**config.mk**
```make
export PLATFORM = sky130hd
export DESIGN_NAME = reg_bank_s8_seq
export DESIGN_NICKNAME = d
export VERILOG_FILES = /design/src/rtl/reg_bank_s8_seq_pkg.sv /design/src/rtl/reg_bank_s8_seq_counter.sv /design/src/rtl/reg_bank_s8_seq.sv
export SDC_FILE = /design/constraint.sdc
export NUM_CORES = 1
export LEC_CHECK = 0
export BUFFER_PORTS_ARGS = -buffer_cell sky130_fd_sc_hd__buf_2
export CAP_MARGIN = 10
export CORE_MARGIN = 2
export CORE_UTILIZATION = 50
export CTS_CLUSTER_DIAMETER = 50
export DETAILED_ROUTE_END_ITERATION = 6
export PLACE_DENSITY = 0.75
export SYNTH_ARGS = -nofsm -noshare
export SYNTH_HDL_FRONTEND = slang
export SYNTH_SLANG_ARGS = --single-unit
```
**constraint.sdc**
```tcl
create_clock -name clock -period 2.7 [get_ports clock]
set_input_delay 0.405 -clock clock [delete_from_list [all_inputs] [get_ports clock]]
set_output_delay 0.405 -clock clock [all_outputs]
set_load 0.1 [all_outputs]
```
**src/rtl/reg_bank_s8_seq_pkg.sv**
```systemverilog
// Shared types and constants for the RegBankS8 program sequencer.
// Latency: n/a (declarations only).
// Backpressure: n/a.
package reg_bank_s8_seq_pkg;

   // Width of the loop and wait down-counters.
   localparam int CNT_W = 8;

   // Sequencer opcodes, taken from ROM word bits [15:12].
   localparam logic [3:0] OP_NOP   = 4'h0;
   localparam logic [3:0] OP_ISSUE = 4'h1;
   localparam logic [3:0] OP_JMP   = 4'h2;
   localparam logic [3:0] OP_WAIT  = 4'h3;
   localparam logic [3:0] OP_LDC   = 4'h4;
   localparam logic [3:0] OP_DJNZ  = 4'h5;
   localparam logic [3:0] OP_HALT  = 4'h6;

   typedef enum logic [2:0] {
      ST_IDLE  = 3'd0,
      ST_FETCH = 3'd1,
      ST_EXEC  = 3'd2,
      ST_WAIT  = 3'd3,
      ST_HALT  = 3'd4,
      ST_ERROR = 3'd5
   } seq_state_t;

   // States in which a program is actively running.
   function automatic logic is_busy_state(input seq_state_t s);
      return (s inside {ST_FETCH, ST_EXEC, ST_WAIT});
   endfunction

endpackage

```
**src/rtl/reg_bank_s8_seq_counter.sv**
```systemverilog
// seq_counter: loadable 8-bit down-counter with zero flag; saturates at 0.
// Latency: load/decrement visible one cycle after the request.
// Backpressure: none; load has priority over decrement.
//   clock, reset : clock and async active-low reset (clears count)
//   load,load_val: synchronous load of a new count
//   dec          : decrement by one unless already zero
//   cnt, zero    : registered count and its zero flag
module reg_bank_s8_seq_counter
   import reg_bank_s8_seq_pkg::*;
(
   input  logic             clock,
   input  logic             reset,
   input  logic             load,
   input  logic [CNT_W-1:0] load_val,
   input  logic             dec,
   output logic [CNT_W-1:0] cnt,
   output logic             zero
);

   logic [CNT_W-1:0] cnt_q, cnt_d;

   always_comb begin
      cnt_d = cnt_q;
      if (load) begin
         cnt_d = load_val;
      end else if (dec && (cnt_q != '0)) begin
         cnt_d = cnt_q - CNT_W'(1);
      end
   end

   always_ff @(posedge clock or negedge reset) begin
      if (!reset) begin
         cnt_q <= '0;
      end else begin
         cnt_q <= cnt_d;
      end
   end

   assign cnt  = cnt_q;
   assign zero = (cnt_q == '0);

endmodule

```
**src/rtl/reg_bank_s8_seq.sv**
```systemverilog
// Program sequencer feeding RegBankS8: fetches ROM words, runs flow control, forwards ISSUE payloads.
// Latency: 2 cycles per word (FETCH+EXEC), WAIT n adds n; inst_en pulses the cycle after EXEC.
// Backpressure: none; stop aborts to IDLE next cycle (wins over start), start ignored while busy.
//   clock, reset    : clock, async active-low reset
//   start, stop     : run from address 0 / abort to IDLE
//   rom_addr,rom_data: synchronous ROM port (data one cycle after address)
//   inst, inst_en   : registered instruction and one-cycle valid pulse
//   busy,halted,error: status; halted/error are sticky until restart
module reg_bank_s8_seq
   import reg_bank_s8_seq_pkg::*;
#(
   parameter int ADDR_WIDTH = 8,
   parameter int INST_WIDTH = 12
) (
   input  logic                  clock,
   input  logic                  reset,
   input  logic                  start,
   input  logic                  stop,
   output logic [ADDR_WIDTH-1:0] rom_addr,
   input  logic [15:0]           rom_data,
   output logic [INST_WIDTH-1:0] inst,
   output logic                  inst_en,
   output logic                  busy,
   output logic                  halted,
   output logic                  error
);

   seq_state_t            state_q, state_d;
   logic [ADDR_WIDTH-1:0] pc_q, pc_d;
   logic [INST_WIDTH-1:0] inst_q, inst_d;
   logic                  inst_en_q, inst_en_d;
   logic                  busy_q, busy_d;
   logic                  halted_q, halted_d;
   logic                  error_q, error_d;

   logic                  wait_load, wait_dec, wait_zero;
   logic                  loop_load, loop_dec, loop_zero;
   logic [CNT_W-1:0]      wait_cnt, loop_cnt;

   logic [3:0]            opcode;
   logic [11:0]           payload;
   logic [ADDR_WIDTH-1:0] pc_inc;

   assign opcode  = rom_data[15:12];
   assign payload = rom_data[11:0];
   assign pc_inc  = pc_q + ADDR_WIDTH'(1);

   always_comb begin
      state_d   = state_q;
      pc_d      = pc_q;
      inst_d    = inst_q;
      inst_en_d = 1'b0;
      halted_d  = halted_q;
      error_d   = error_q;
      wait_load = 1'b0;
      wait_dec  = 1'b0;
      loop_load = 1'b0;
      loop_dec  = 1'b0;

      if (stop) begin
         state_d = ST_IDLE;
      end else begin
         case (state_q)
            ST_IDLE: begin
               if (start) begin
                  state_d = ST_FETCH;
                  pc_d    = '0;
               end
            end
            // pc drives rom_addr during FETCH; the word arrives in EXEC.
            ST_FETCH: state_d = ST_EXEC;
            ST_EXEC: begin
               state_d = ST_FETCH;
               pc_d    = pc_inc;
               case (opcode)
                  OP_NOP: ;
                  OP_ISSUE: begin
                     inst_d    = payload[INST_WIDTH-1:0];
                     inst_en_d = 1'b1;
                  end
                  OP_JMP: pc_d = payload[ADDR_WIDTH-1:0];
                  OP_WAIT: begin
                     // WAIT 0 behaves as NOP; otherwise hold pc until the stall ends.
                     if (payload[7:0] != 8'd0) begin
                        wait_load = 1'b1;
                        state_d   = ST_WAIT;
                        pc_d      = pc_q;
                     end
                  end
                  OP_LDC: loop_load = 1'b1;
                  OP_DJNZ: begin
                     // Branch only when the count after decrementing is still nonzero.
                     loop_dec = 1'b1;
                     if (!loop_zero && (loop_cnt != CNT_W'(1))) begin
                        pc_d = payload[ADDR_WIDTH-1:0];
                     end
                  end
                  OP_HALT: begin
                     halted_d = 1'b1;
                     state_d  = ST_HALT;
                     pc_d     = pc_q;
                  end
                  default: begin
                     error_d = 1'b1;
                     state_d = ST_ERROR;
                     pc_d    = pc_q;
                  end
               endcase
            end
            ST_WAIT: begin
               if (wait_zero || (wait_cnt == CNT_W'(1))) begin
                  state_d = ST_FETCH;
                  pc_d    = pc_inc;
               end else begin
                  wait_dec = 1'b1;
               end
            end
            ST_HALT, ST_ERROR: begin
               if (start) begin
                  state_d  = ST_FETCH;
                  pc_d     = '0;
                  halted_d = 1'b0;
                  error_d  = 1'b0;
               end
            end
            default: state_d = ST_IDLE;
         endcase
      end

      busy_d = is_busy_state(state_d);
   end

   always_ff @(posedge clock or negedge reset) begin
      if (!reset) begin
         state_q   <= ST_IDLE;
         pc_q      <= '0;
         inst_q    <= '0;
         inst_en_q <= 1'b0;
         busy_q    <= 1'b0;
         halted_q  <= 1'b0;
         error_q   <= 1'b0;
      end else begin
         state_q   <= state_d;
         pc_q      <= pc_d;
         inst_q    <= inst_d;
         inst_en_q <= inst_en_d;
         busy_q    <= busy_d;
         halted_q  <= halted_d;
         error_q   <= error_d;
      end
   end

   reg_bank_s8_seq_counter u_wait_cnt (
      .clock    (clock),
      .reset    (reset),
      .load     (wait_load),
      .load_val (payload[7:0]),
      .dec      (wait_dec),
      .cnt      (wait_cnt),
      .zero     (wait_zero)
   );

   reg_bank_s8_seq_counter u_loop_cnt (
      .clock    (clock),
      .reset    (reset),
      .load     (loop_load),
      .load_val (payload[7:0]),
      .dec      (loop_dec),
      .cnt      (loop_cnt),
      .zero     (loop_zero)
   );

   assign rom_addr = pc_q;
   assign inst     = inst_q;
   assign inst_en  = inst_en_q;
   assign busy     = busy_q;
   assign halted   = halted_q;
   assign error    = error_q;

endmodule
```
Word level (Yosys, flattened, before mapping)
Index checks and enable logic that the tools add are counted.
{"block": "word_totals", "ff_bits": 43, "input_bits": 20, "out_inout_bits": 24, "elab_cells": 99}
{"block": "op_classes", "add_sub_neg": 3, "n_eq_ne": 23, "n_mux": 37, "n_bitwise": 1, "reduce_logical": 26}
{"op": "8-bit 2-to-1 mux", "n": 8}
{"op": "8-bit one-hot mux with 4 select lines", "n": 1}
{"op": "8-bit one-hot mux with 3 select lines", "n": 1}
{"op": "8-bit nonzero test", "n": 3}
{"op": "1-bit 2-to-1 mux", "n": 19}
{"op": "8-bit logical NOT", "n": 2}
{"op": "8-bit by 1-bit subtractor with 8-bit output (second input constant)", "n": 2}
{"op": "3-bit by 2-bit equality test with 1-bit output (second input constant)", "n": 4}
{"op": "4-bit by 3-bit equality test with 1-bit output (second input constant)", "n": 3}
{"op": "3-bit one-hot mux with 4 select lines", "n": 1}
{"op": "3-bit 2-to-1 mux", "n": 3}
{"op": "3-bit one-hot mux with 3 select lines", "n": 1}
{"op": "8-bit by 1-bit adder with 8-bit output (second input constant)", "n": 1}
{"op": "4-bit by 2-bit equality test with 1-bit output (second input constant)", "n": 2}
{"op": "8-bit by 1-bit equality test with 1-bit output (second input constant)", "n": 1}
{"op": "8-bit by 1-bit != test with 1-bit output (second input constant)", "n": 1}
{"op": "4-bit AND reduction", "n": 2}
{"op": "7-bit OR reduction", "n": 1}
{"op": "3-bit by 1-bit equality test with 1-bit output (second input constant)", "n": 2}
{"op": "3-bit equality test (second input constant)", "n": 2}
{"op": "2-bit != test (second input constant)", "n": 3}
{"op": "6-bit AND reduction", "n": 1}
{"op": "2-bit nonzero test", "n": 3}
{"op": "3-bit nonzero test", "n": 2}
{"op": "other kinds (16)", "n": 21}

Longest topological paths before layout
Gate-level depths: netlist of run 1.
{"block": "logic_depth", "word_depth": 8, "depth_mapped": 8, "ltp_nobuf": 7}

By module
From an unflattened synthesis of run 1, not the netlist that was laid out.
{"block": "unflattened", "hier_cells": 276, "area_unflattened_um2": 2660.1}
{"mod": "reg_bank_s8_seq", "instances": 1, "cells_per_inst": 153, "area_per_inst_um2": 1560.2, "seq_area_each_um2": 675.6}
{"mod": "reg_bank_s8_seq_counter (u_wait_cnt)", "instances": 1, "cells_per_inst": 65, "area_per_inst_um2": 571.8, "seq_area_each_um2": 200.2}
{"mod": "reg_bank_s8_seq_counter (u_loop_cnt)", "instances": 1, "cells_per_inst": 58, "area_per_inst_um2": 528.0, "seq_area_each_um2": 200.2}

Worst setup path after synthesis of run 1
Ideal clock, no wire load.
{"block": "synth_timing", "path_type": "reg2reg", "startpoint": "register pc_q[2], in the netlist rom_addr[2]", "endpoint": "register pc_q[5], in the netlist rom_addr[5]", "setup_ns": 0.091, "arrival_ns": 2.230, "required_time_ns": 2.609, "path_slack_ns": 0.379, "stages_incl_launch_ff": 6, "n_path_buf": 0, "period_less_slack_ns": 2.321, "path_cell_list": "dfrtp_1 -> nand3_1 -> or3_1 -> a2111oi_0 -> a211oi_1 -> o221ai_1"}
{"block": "synth_via", "elab_chain_cells": 4}
{"element": "start, declared", "line_no": "reg_bank_s8_seq.sv:29", "text": "logic [ADDR_WIDTH-1:0] pc_q, pc_d;"}
{"element": "start signal, assigned", "line_no": "reg_bank_s8_seq.sv:144", "text": "pc_q <= pc_d;"}
{"element": "8-bit by 1-bit adder with 8-bit output (*)", "line_no": "reg_bank_s8_seq.sv:46", "text": "assign pc_inc = pc_q + ADDR_WIDTH'(1);"}
{"element": "8-bit 2-to-1 mux (on tied branches)", "line_no": "reg_bank_s8_seq.sv:94, reg_bank_s8_seq.sv:84"}
{"element": "8-bit one-hot mux with 4 select lines", "line_no": "reg_bank_s8_seq.sv:75", "text": "case (opcode)"}
{"element": "8-bit one-hot mux with 3 select lines (*)", "line_no": "reg_bank_s8_seq.sv:63", "text": "case (state_q)"}
Every way passes the cells marked *; elsewhere a longest branch is shown, timed or not. The select of a mux whose other input is x is not followed.
A chain may end at the register's enable or synchronous reset.

Final worst setup path of run 1
{"block": "layout_timing", "startpoint": "register u_loop_cnt.cnt_q[4], in the netlist u_loop_cnt.cnt[4]", "endpoint": "register pc_q[4], in the netlist rom_addr[4]"}
{"block": "layout_via", "elab_chain_cells": 6}
{"element": "start, declared", "line_no": "reg_bank_s8_seq_counter.sv:20", "text": "logic [CNT_W-1:0] cnt_q, cnt_d;"}
{"element": "start signal, assigned", "line_no": "reg_bank_s8_seq_counter.sv:35", "text": "cnt_q <= cnt_d;"}
{"element": "8-bit logical NOT", "line_no": "reg_bank_s8_seq_counter.sv:40", "text": "assign zero = (cnt_q == '0);"}
{"element": "1-bit logical NOT", "line_no": "reg_bank_s8_seq.sv:94", "text": "if (!loop_zero && (loop_cnt != CNT_W'(1))) begin"}
{"element": "1-bit logical AND (*)", "line_no": "reg_bank_s8_seq.sv:94"}
{"element": "8-bit 2-to-1 mux (*)", "line_no": "reg_bank_s8_seq.sv:94"}
{"element": "8-bit one-hot mux with 4 select lines (*)", "line_no": "reg_bank_s8_seq.sv:75"}
{"element": "8-bit one-hot mux with 3 select lines (*)", "line_no": "reg_bank_s8_seq.sv:63"}
Every way passes the cells marked *; elsewhere a longest branch is shown, timed or not.

==> results.tsv, run 1 <==
stage	metric	value	unit
synth	largest area contributor in the netlist	dfrtp_1	
synth	Post-Synthesis Cells	291	
synth	Yosys cell types	64	
synth	most instantiated cells after synthesis	dfrtp_1, nand2_1, nor2_1, o21ai_0, a21oi_1	
floorplanning	die height	77.4	um
synth	Post-Syn Area	2700	sq um
cells_and_area	NumNets Final	365	
synth	Post-synth ARST share	100	%
detailed_routing	drt initial violations	325	
global_routing	largest net degree at the start of global routing	44	
timing	setup tns final	0	ns
timing	min Tclk post-route	2.46	ns
cells_and_area	fraction of layout cells with a size suffix above 1	25.0	%
timing	Fmax	406	MHz
timing	period utilisation layout	91.3	%
job	Max-cap violations	0	
clock_network	hold_buf cts	0	
pwr	Pint	1.34	mW
synth	largest family of logic cells by synthesized area	compound AO/OA/AOI/OAI gates	
global_routing	GRT Util Overall	25.1	%
pwr	Worst VDD drop	594	uV
synth	simple logic cell fraction of the synthesized area	23.2	%
pwr	Clk pwr share	20.4	%
timing	Slew Limit Headroom	36.0	%
pwr	Power per Cell Area	820	nW/um^2
clock_network	CTS tree	done	
synth	register area share after synthesis	39.9	%
detailed_routing	DR vias/cell	6.23	
clock_network	clock network latency to the later pin of the worst-skew pair	0.31	ns
synth	Mapped Nets	317	
timing	# setup viols final	0	
worst_setup_path	Worst Setup Start Kind	register	
detailed_routing	WL final	7240	um
clock_network	clk sink count	43	
timing	setup skew after layout	0.00366	ns
place	DP HPWL	5230	um
synth	Compound-Gate Fraction of Synth Area	25.1	%
cells_and_area	synth-to-layout area growth	16.3	%
floorplanning	IO Count	44	
synth	Post-Synth XOR/XNOR Area	0.974	%
pwr	register share of total power	35.7	%
status	status	finished clean	
cells_and_area	post-layout util	61.0	%
clock_network	Clock Tree Root	clkbuf_8	
synth	EDFF count, synth	0	
synth	most frequent cell after synthesis	dfrtp_1	
pwr	Pleak	1.44	nW
pwr	sw frac	47.9	%
worst_hold_path	HP Class	in -> async	
synth	mux contribution to synthesized area	4.50	%
detailed_routing	DRC violations left	0	
detailed_routing	first-pass iteration count of the detailed router	5	
worst_setup_path	worst-path fanout max	7	
floorplanning	core area	5140	sq um
clock_network	H-tree level count	2	
synth	Adder-Cell Fraction of Synth Area	2.78	%
synth	flip-flop and latch count after synthesis	43	
place	number of port buffers	43	
synth	Yosys Warn Count	0	
synth	prevailing post-synth register cell	dfrtp_1	
timing	Slew Viols, Final	0	
detailed_routing	routed vias	2555	
detailed_routing	post-route ant nets	0	
cells_and_area	Ant. Diodes	0	
global_routing	Congestion Overflow GR	0	
synth	Synth area leaders	dfrtp_1, nand2_1, o21ai_0	
detailed_routing	WL/cell	17.7	um
floorplanning	Initial Util	52.5	%
timing	RSZ-0062 raised after global routing	no	
timing	Worst Tran Pin Value	0.960	ns
synth	syn_area_per_cell	9.27	sq um
clock_network	total CTS buffers	5	
worst_setup_path	Crit Path Class	reg -> reg	
floorplanning	die area	6000	sq um
worst_setup_path	Worst EP arrival	2.63	ns
cells_and_area	fill cell count	487	
worst_setup_path	Worst Path Required	2.86	ns
global_routing	antenna violations before repair	0	
clock_network	post-CTS sizing	0	
place	RD Place Congestion	0.957	
clock_network	clk slew on worst S/H paths	0.09	ns
global_routing	vias in the first global route	2405	
pwr	combinational share of power	43.9	%
floorplanning	Die Span X	77.4	um
clock_network	CTS Buffer Depth	2	
global_routing	first-pass GRT wire length	12000	um
synth	top-area cell type share of the netlist area	39.9	%
worst_setup_path	endpoint type of the worst setup path	register	
clock_network	setup repair bufs after CTS	0	
floorplanning	site row count	26	
pwr	switching pwr	1.23	mW
timing	final-report hold violation count	0	
critical path, stage by stage, from the launching register on:
cell and delay (ns):
dfrtp_1 0.44, or4_1 0.67, o41ai_4 0.40, a21oi_1 0.23, a221oi_1 0.39, o221ai_1 0.20
stage by stage:
step | power [mW] | cell area (sq um) | hold WS (ns) | std cells | setup slack (ns)
after floorplan | 1.78 | 2700 | 0.109 | 291 | 0.379
after global placement | 2.04 | 3020 | 0.453 | 402 | 0.250
after detailed placement | 2.05 | 3020 | 0.458 | 402 | 0.211
after CTS | 2.57 | 3140 | 0.283 | 410 | 0.274
after global routing | 2.71 | 3140 | 0.307 | 410 | 0.120
final | 2.57 | 3140 | 0.245 | 410 | 0.235
cell type report:
class | count | area [sq um] | share of cell area (%)
timing repair buffer | 53 | 290 | 9.25
inverter | 11 | 43.8 | 1.40
sequential | 43 | 1080 | 34.3
clock buffer | 5 | 68.8 | 2.19
clock inverter | 3 | 47.5 | 1.52
tap | 70 | 87.6 | 2.79
multi-input combinational | 225 | 1520 | 48.5
placed cells by master, fill, tap and decap left out, types with 3 or more instances in the layout:
cell type / instances
clkbuf_8: 5
nor3b_1: 3
a21oi_1: 12
dfrtp_1: 43
a31oi_1: 4
ha_1: 6
or4_1: 3
nand2b_1: 5
buf_2: 43
a221oi_1: 4
a21o_1: 3
o21ai_0: 21
inv_1: 10
nor4_1: 5
nor2b_1: 4
o221ai_1: 6
nand2_1: 35
nor3_1: 10
nand3_1: 8
buf_4: 10
nand4_1: 3
nor2_1: 22
o211ai_1: 6
o41a_1: 3
mux2_2: 9
routing by layer:
metal,global-route usage (%),vias to the layer above,wire length [um]
li1,-,1201,-
met1,34.4,1243,3200
met2,40.9,97,3570
met3,4.07,14,368
met4,7.68,0,106
met5,0,-,0
power groups by stage:
stage               logic (mW)  registers [mW]  clock network (mW)
global route              1.21           0.939               0.561
global placement          1.11           0.927                   0
CTS                       1.13           0.915               0.532
finish                    1.13           0.917               0.526
floorplan                0.433            1.35                   0
detailed placement        1.12           0.926                   0
flip-flops by register name, indices dropped and copies added, names as in the netlist:
name            cells
busy                1
state_q             3
inst               12
u_wait_cnt.cnt      8
u_loop_cnt.cnt      8
inst_en             1
rom_addr            8
error               1
halted              1
path summary, 6_finish.rpt:
kind | to | cells past startpoint | slack (ns) | from
setup / recovery | rom_addr[4] | 5 | 0.24 | u_loop_cnt.cnt[4]
hold / removal | inst[9] | 1 | 0.24 | reset
setup reg to reg | rom_addr[4] | 5 | 0.24 | u_loop_cnt.cnt[4]
hold reg to reg | inst[9] | 2 | 0.48 | inst[9]
max in group asynchronous | rom_addr[0] | 1 | 1.86 | reset
min in group clock | inst[8] | 3 | 0.29 | rom_data[8]
kinds of logic (layout without fill, tap and decap cells):
group | Yosys count | after routing
adders and majority gates | 6 | 6
AOI/OAI and AO/OA | 87 | 87
DFF | 43 | 43
xor gates and xnor gates | 3 | 3
and+or+nand+nor | 118 | 118
buffers and inverters | 23 | 72
muxes | 11 | 11
Note: power is estimated with default switching activity, not from simulation.
==> run 2, diff against run 1 <==
--- a/config.mk
+++ b/config.mk
@@ -12,6 +12,8 @@
 export CTS_CLUSTER_DIAMETER = 50
 export DETAILED_ROUTE_END_ITERATION = 6
 export PLACE_DENSITY = 0.75
+export REMOVE_ABC_BUFFERS = 1
+export SKIP_CTS_REPAIR_TIMING = 1
 export SYNTH_ARGS = -nofsm -noshare
 export SYNTH_HDL_FRONTEND = slang
 export SYNTH_SLANG_ARGS = --single-unit
==> results.tsv, run 2 (synthesis gave the netlist of run 1 again) <==
stage	metric	value	unit	change
status	status	finished clean		
timing	Slew Limit Headroom	35.3	%	-0.72 points
detailed_routing	post-route ant nets	0		unchanged
pwr	Pleak	1.45	nW	+0.80%
clock_network	CTS tree	done		
worst_setup_path	endpoint type of the worst setup path	register		
global_routing	Congestion Overflow GR	0		unchanged
detailed_routing	first-pass iteration count of the detailed router	4		-1
detailed_routing	DRC violations left	0		unchanged
floorplanning	Die Span X	77.4	um	unchanged
detailed_routing	DR vias/cell	6.11		-2.0%
global_routing	first-pass GRT wire length	12000	um	+0.58%
timing	period utilisation layout	92.5	%	+1.2 points
timing	setup skew after layout	0.00746	ns	+0.00379 ns
detailed_routing	WL/cell	17.5	um	-0.69%
timing	setup tns final	0	ns	unchanged
floorplanning	Initial Util	52.5	%	unchanged
timing	Slew Viols, Final	0		unchanged
cells_and_area	synth-to-layout area growth	17.1	%	
floorplanning	site row count	26		unchanged
timing	final-report hold violation count	0		unchanged
pwr	Worst VDD drop	465	uV	-22%
cells_and_area	commonest non-fill, non-tap cells in the layout	dfrtp_1, buf_2, nand2_1		
clock_network	clock network latency to the later pin of the worst-skew pair	0.30	ns	about the same
place	number of port buffers	43		unchanged
worst_setup_path	Worst Setup Start Kind	register		
timing	Fmax	400	MHz	-1.3%
place	RD Place Congestion	0.962		+0.45%
worst_setup_path	Crit Path Class	reg -> reg		
pwr	Power per Cell Area	810	nW/um^2	-1.2%
clock_network	CTS Buffer Depth	2		unchanged
clock_network	clk slew on worst S/H paths	0.09	ns	about the same
global_routing	largest net degree at the start of global routing	44		unchanged
timing	min Tclk post-route	2.50	ns	+0.0327 ns
timing	Worst Tran Pin Value	0.971	ns	+0.0108 ns
cells_and_area	max reg flops	12		unchanged
clock_network	Clock Tree Root	clkbuf_8		
detailed_routing	routed vias	2522		-1.3%
timing	Hold WS	0.250	ns	+0.00564 ns
worst_setup_path	Worst Path Required	2.86	ns	about the same
clock_network	H-tree level count	2		unchanged
global_routing	vias in the first global route	2404		-0.042%
worst_setup_path	reg-to-reg slack, setup	0.20	ns	-0.03 ns
worst_setup_path	Worst EP arrival	2.66	ns	+0.03 ns
detailed_routing	WL final	7250	um	about the same
global_routing	GRT Util Overall	25.3	%	+0.24 points
detailed_routing	drt initial violations	184		-43%
timing	# setup viols final	0		unchanged
floorplanning	die area	6000	sq um	unchanged
job	Max-cap violations	0		unchanged
cells_and_area	fraction of layout cells with a size suffix above 1	25.7	%	+0.66 points
cells_and_area	Ant. Diodes	0		unchanged
timing	RSZ-0062 raised after global routing	no		
global_routing	antenna violations before repair	0		unchanged
worst_setup_path	worst-path fanout max	7		unchanged
cells_and_area	NumNets Final	368		+0.82%
clock_network	total CTS buffers	5		unchanged
floorplanning	core area	5140	sq um	unchanged
place	DP HPWL	5280	um	+0.97%
worst_hold_path	HP Class	in -> async		
floorplanning	IO Count	44		unchanged
clock_network	clk sink count	43		unchanged
floorplanning	die height	77.4	um	unchanged
[run 2: cell types whose count changed in the layout (fill, tap and decap cells not counted), sizes merged]
cell / change
clkinvlp: +1
buf: +3
clkinv: -1
[run 2: per-layer routing]
| layer | vias up | wire (um) | track usage, % |
|---|---|---|---|
| met5 | - | 0 | 0 |
| met4 | 0 | 123 | 6.25 |
| met3 | 11 | 414 | 4.30 |
| met2 | 75 | 3490 | 42.3 |
| met1 | 1231 | 3210 | 34.4 |
| li1 | 1205 | - | - |
[run 2: worst paths after layout]
path                                    from                 to  cells past startpoint
max                        u_loop_cnt.cnt[4]        rom_addr[4]                      5
min                                    reset  u_loop_cnt.cnt[7]                      1
max reg2reg                u_loop_cnt.cnt[4]        rom_addr[4]                      5
min reg2reg                          inst[9]            inst[9]                      2
max in group asynchronous              reset        rom_addr[7]                      1
min in group clock              rom_data[10]           inst[10]                      3
[run 2: critical path: stages (launching register included)]
cell and delay (ns):
dfrtp_1 0.44, or4_1 0.67, o41ai_4 0.48, a21oi_1 0.26, a221oi_1 0.35, o221ai_1 0.16
[run 2: layout make-up]
cell class | instances | area (sq um)
clock buffers | 5 | 68.8
clock inverters | 3 | 46.3
fillers | 488 | 1980
inverters | 11 | 43.8
multi-input cells | 225 | 1520
flip-flops and latches | 43 | 1080
well taps | 70 | 87.6
repair buffers | 56 | 313
[run 2: where the power goes]
part	total (mW)	switching, mW	internal (mW)	leakage [nW]
sequential	0.910	0.133	0.777	0.567
combinational	1.14	0.852	0.285	0.827
clock	0.513	0.234	0.279	0.0548
[run 2: per-stage QoR]
stage	util (%)	power, mW	setup WS [ns]	std cells	cell area [sq um]
after floorplan	-	1.77	0.379	279	2640
after global placement	59.2	2.04	0.289	405	3040
after detailed placement	59.2	2.05	0.225	405	3040
after CTS	61.4	2.57	0.183	413	3160
after global routing	61.4	2.71	0.0438	413	3160
final	61.4	2.56	0.202	413	3160
==> run 3, diff against run 2 <==
--- a/config.mk
+++ b/config.mk
@@ -13,6 +13,7 @@
 export DETAILED_ROUTE_END_ITERATION = 6
 export PLACE_DENSITY = 0.75
 export REMOVE_ABC_BUFFERS = 1
+export SETUP_SLACK_MARGIN = 0.5
 export SKIP_CTS_REPAIR_TIMING = 1
 export SYNTH_ARGS = -nofsm -noshare
 export SYNTH_HDL_FRONTEND = slang
==> results.tsv, run 3 (synthesis gave the netlist of run 1 again) <==
stage	metric	value	unit	change
status	status	finished clean		
detailed_routing	DRC violations left	0		unchanged
global_routing	vias in the first global route	2404		unchanged
timing	min Tclk post-route	2.23	ns	-0.267 ns
pwr	Worst VDD drop	487	uV	+4.7%
worst_setup_path	Worst Setup Start Kind	register		
global_routing	Congestion Overflow GR	0		unchanged
timing	final-report hold violation count	0		unchanged
worst_setup_path	endpoint type of the worst setup path	register		
pwr	Clk pwr share	19.6	%	-0.4 points
job	Max-cap violations	0		unchanged
timing	setup skew after layout	0.00990	ns	+0.00245 ns
worst_setup_path	worst-path fanout max	6		-1
timing	Fmax	448	MHz	+12%
detailed_routing	DR vias/cell	6.23		+2.0%
worst_setup_path	Worst Path Required	2.86	ns	about the same
detailed_routing	drt initial violations	218		+18%
clock_network	clock network latency to the later pin of the worst-skew pair	0.30	ns	about the same
clock_network	CTS tree	done		
detailed_routing	WL final	7800	um	+7.7%
timing	RSZ-0062 raised after global routing	yes		
cells_and_area	commonest non-fill, non-tap cells in the layout	buf_2, dfrtp_1, nand2_1		
cells_and_area	post-layout util	65.8	%	+4.4 points
place	RD Place Congestion	0.962		unchanged
cells_and_area	NumNets Final	379		+3.0%
clock_network	total CTS buffers	5		unchanged
place	number of port buffers	43		unchanged
floorplanning	Initial Util	52.5	%	unchanged
worst_hold_path	HP Class	in -> async		
pwr	Pint	1.38	mW	+2.6%
clock_network	clk slew on worst S/H paths	0.09	ns	about the same
floorplanning	site row count	26		unchanged
floorplanning	die area	6000	sq um	unchanged
place	DP HPWL	5280	um	unchanged
clock_network	Clock Tree Root	clkbuf_8		
cells_and_area	most common cell after layout, fill and taps aside	buf_2		
floorplanning	IO Count	44		unchanged
floorplanning	die height	77.4	um	unchanged
clock_network	H-tree level count	2		unchanged
cells_and_area	fraction of layout cells with a size suffix above 1	34.5	%	+8.8 points
global_routing	first-pass GRT wire length	12000	um	unchanged
detailed_routing	routed vias	2641		+4.7%
global_routing	GRT Util Overall	25.3	%	unchanged
pwr	combinational share of power	45.6	%	+1.2 points
global_routing	largest net degree at the start of global routing	44		unchanged
clock_network	clk sink count	43		unchanged
cells_and_area	synth-to-layout area growth	25.4	%	
timing	period utilisation layout	82.6	%	-9.9 points
pwr	sw frac	47.9	%	+0.25 points
timing	Slew Viols, Final	0		unchanged
timing	setup tns final	0	ns	unchanged
timing	Worst Tran Pin Value	1.01	ns	+0.0363 ns
pwr	switching pwr	1.26	mW	+3.6%
global_routing	antenna violations before repair	0		unchanged
detailed_routing	first-pass iteration count of the detailed router	5		+1
floorplanning	core area	5140	sq um	unchanged
pwr	Pleak	1.53	nW	+5.5%
timing	# setup viols final	0		unchanged
floorplanning	Die Span X	77.4	um	unchanged
clock_network	CTS Buffer Depth	2		unchanged
detailed_routing	post-route ant nets	0		unchanged
detailed_routing	WL/cell	18.4	um	+4.9%
cells_and_area	max reg flops	12		unchanged
cells_and_area	Ant. Diodes	0		unchanged
worst_setup_path	Crit Path Class	reg -> reg		
timing	Slew Limit Headroom	32.2	%	-3.1 points
pwr	register share of total power	34.8	%	-0.8 points
worst_setup_path	Worst EP arrival	2.40	ns	-0.26 ns
pwr	Power per Cell Area	780	nW/um^2	-3.7%
==> run 3: power by group through the flow <==
stage          Sequential (mW)  Combinational (mW)  Clock, mW
2_1_floorplan             1.35               0.419          0
3_3_place_gp             0.917                1.12          0
3_5_place_dp             0.921                1.13          0
4_1_cts                  0.908                1.13      0.529
5_1_grt                  0.941                1.29      0.547
6_report                 0.919                1.20      0.516
==> run 3: final cells by class <==
type	instances	area, sq um
multi-input combinational	225	1660
clock buffer	5	68.8
fill	446	1760
inverter	11	43.8
clock inverter	3	46.3
sequential	43	1080
timing repair buffer	67	395
tap	70	87.6
==> run 3: through the flow <==
stage	total power, mW	hold slack (ns)	instances	area, sq um	setup slack, ns
2_1_floorplan	1.77	0.109	279	2640	0.379
3_3_place_gp	2.04	0.453	405	3040	0.289
3_5_place_dp	2.05	0.461	405	3040	0.225
4_1_cts	2.57	0.281	413	3160	0.183
5_1_grt	2.78	0.318	424	3380	0.382
6_report	2.64	0.247	424	3380	0.469
==> run 3: metal layers <==
metal	vias up	GRT usage, %	part of all wire (%)
li1	1226	-	-
met1	1285	34.4	43
met2	118	42.3	49
met3	12	4.30	6.2
met4	0	6.25	1.1
met5	-	0	0
==> run 3: final timing paths <==
check,startpoint,endpoint,slack (ns),cells past startpoint
max reg2reg,u_loop_cnt.cnt[5],rom_addr[5],0.47,5
max,u_loop_cnt.cnt[5],rom_addr[5],0.47,5
min,reset,u_loop_cnt.cnt[6],0.25,1
min reg2reg,inst[9],inst[9],0.48,2
max in group asynchronous,reset,u_loop_cnt.cnt[4],1.80,1
min in group clock,rom_data[10],inst[10],0.30,3
==> run 3: worst max-delay path: stages, from the launching register on <==
cell and delay, ns:
dfrtp_1 0.41, or4_4 0.59, o41ai_4 0.46, a21oi_4 0.18, a211oi_1 0.31, o221ai_1 0.15
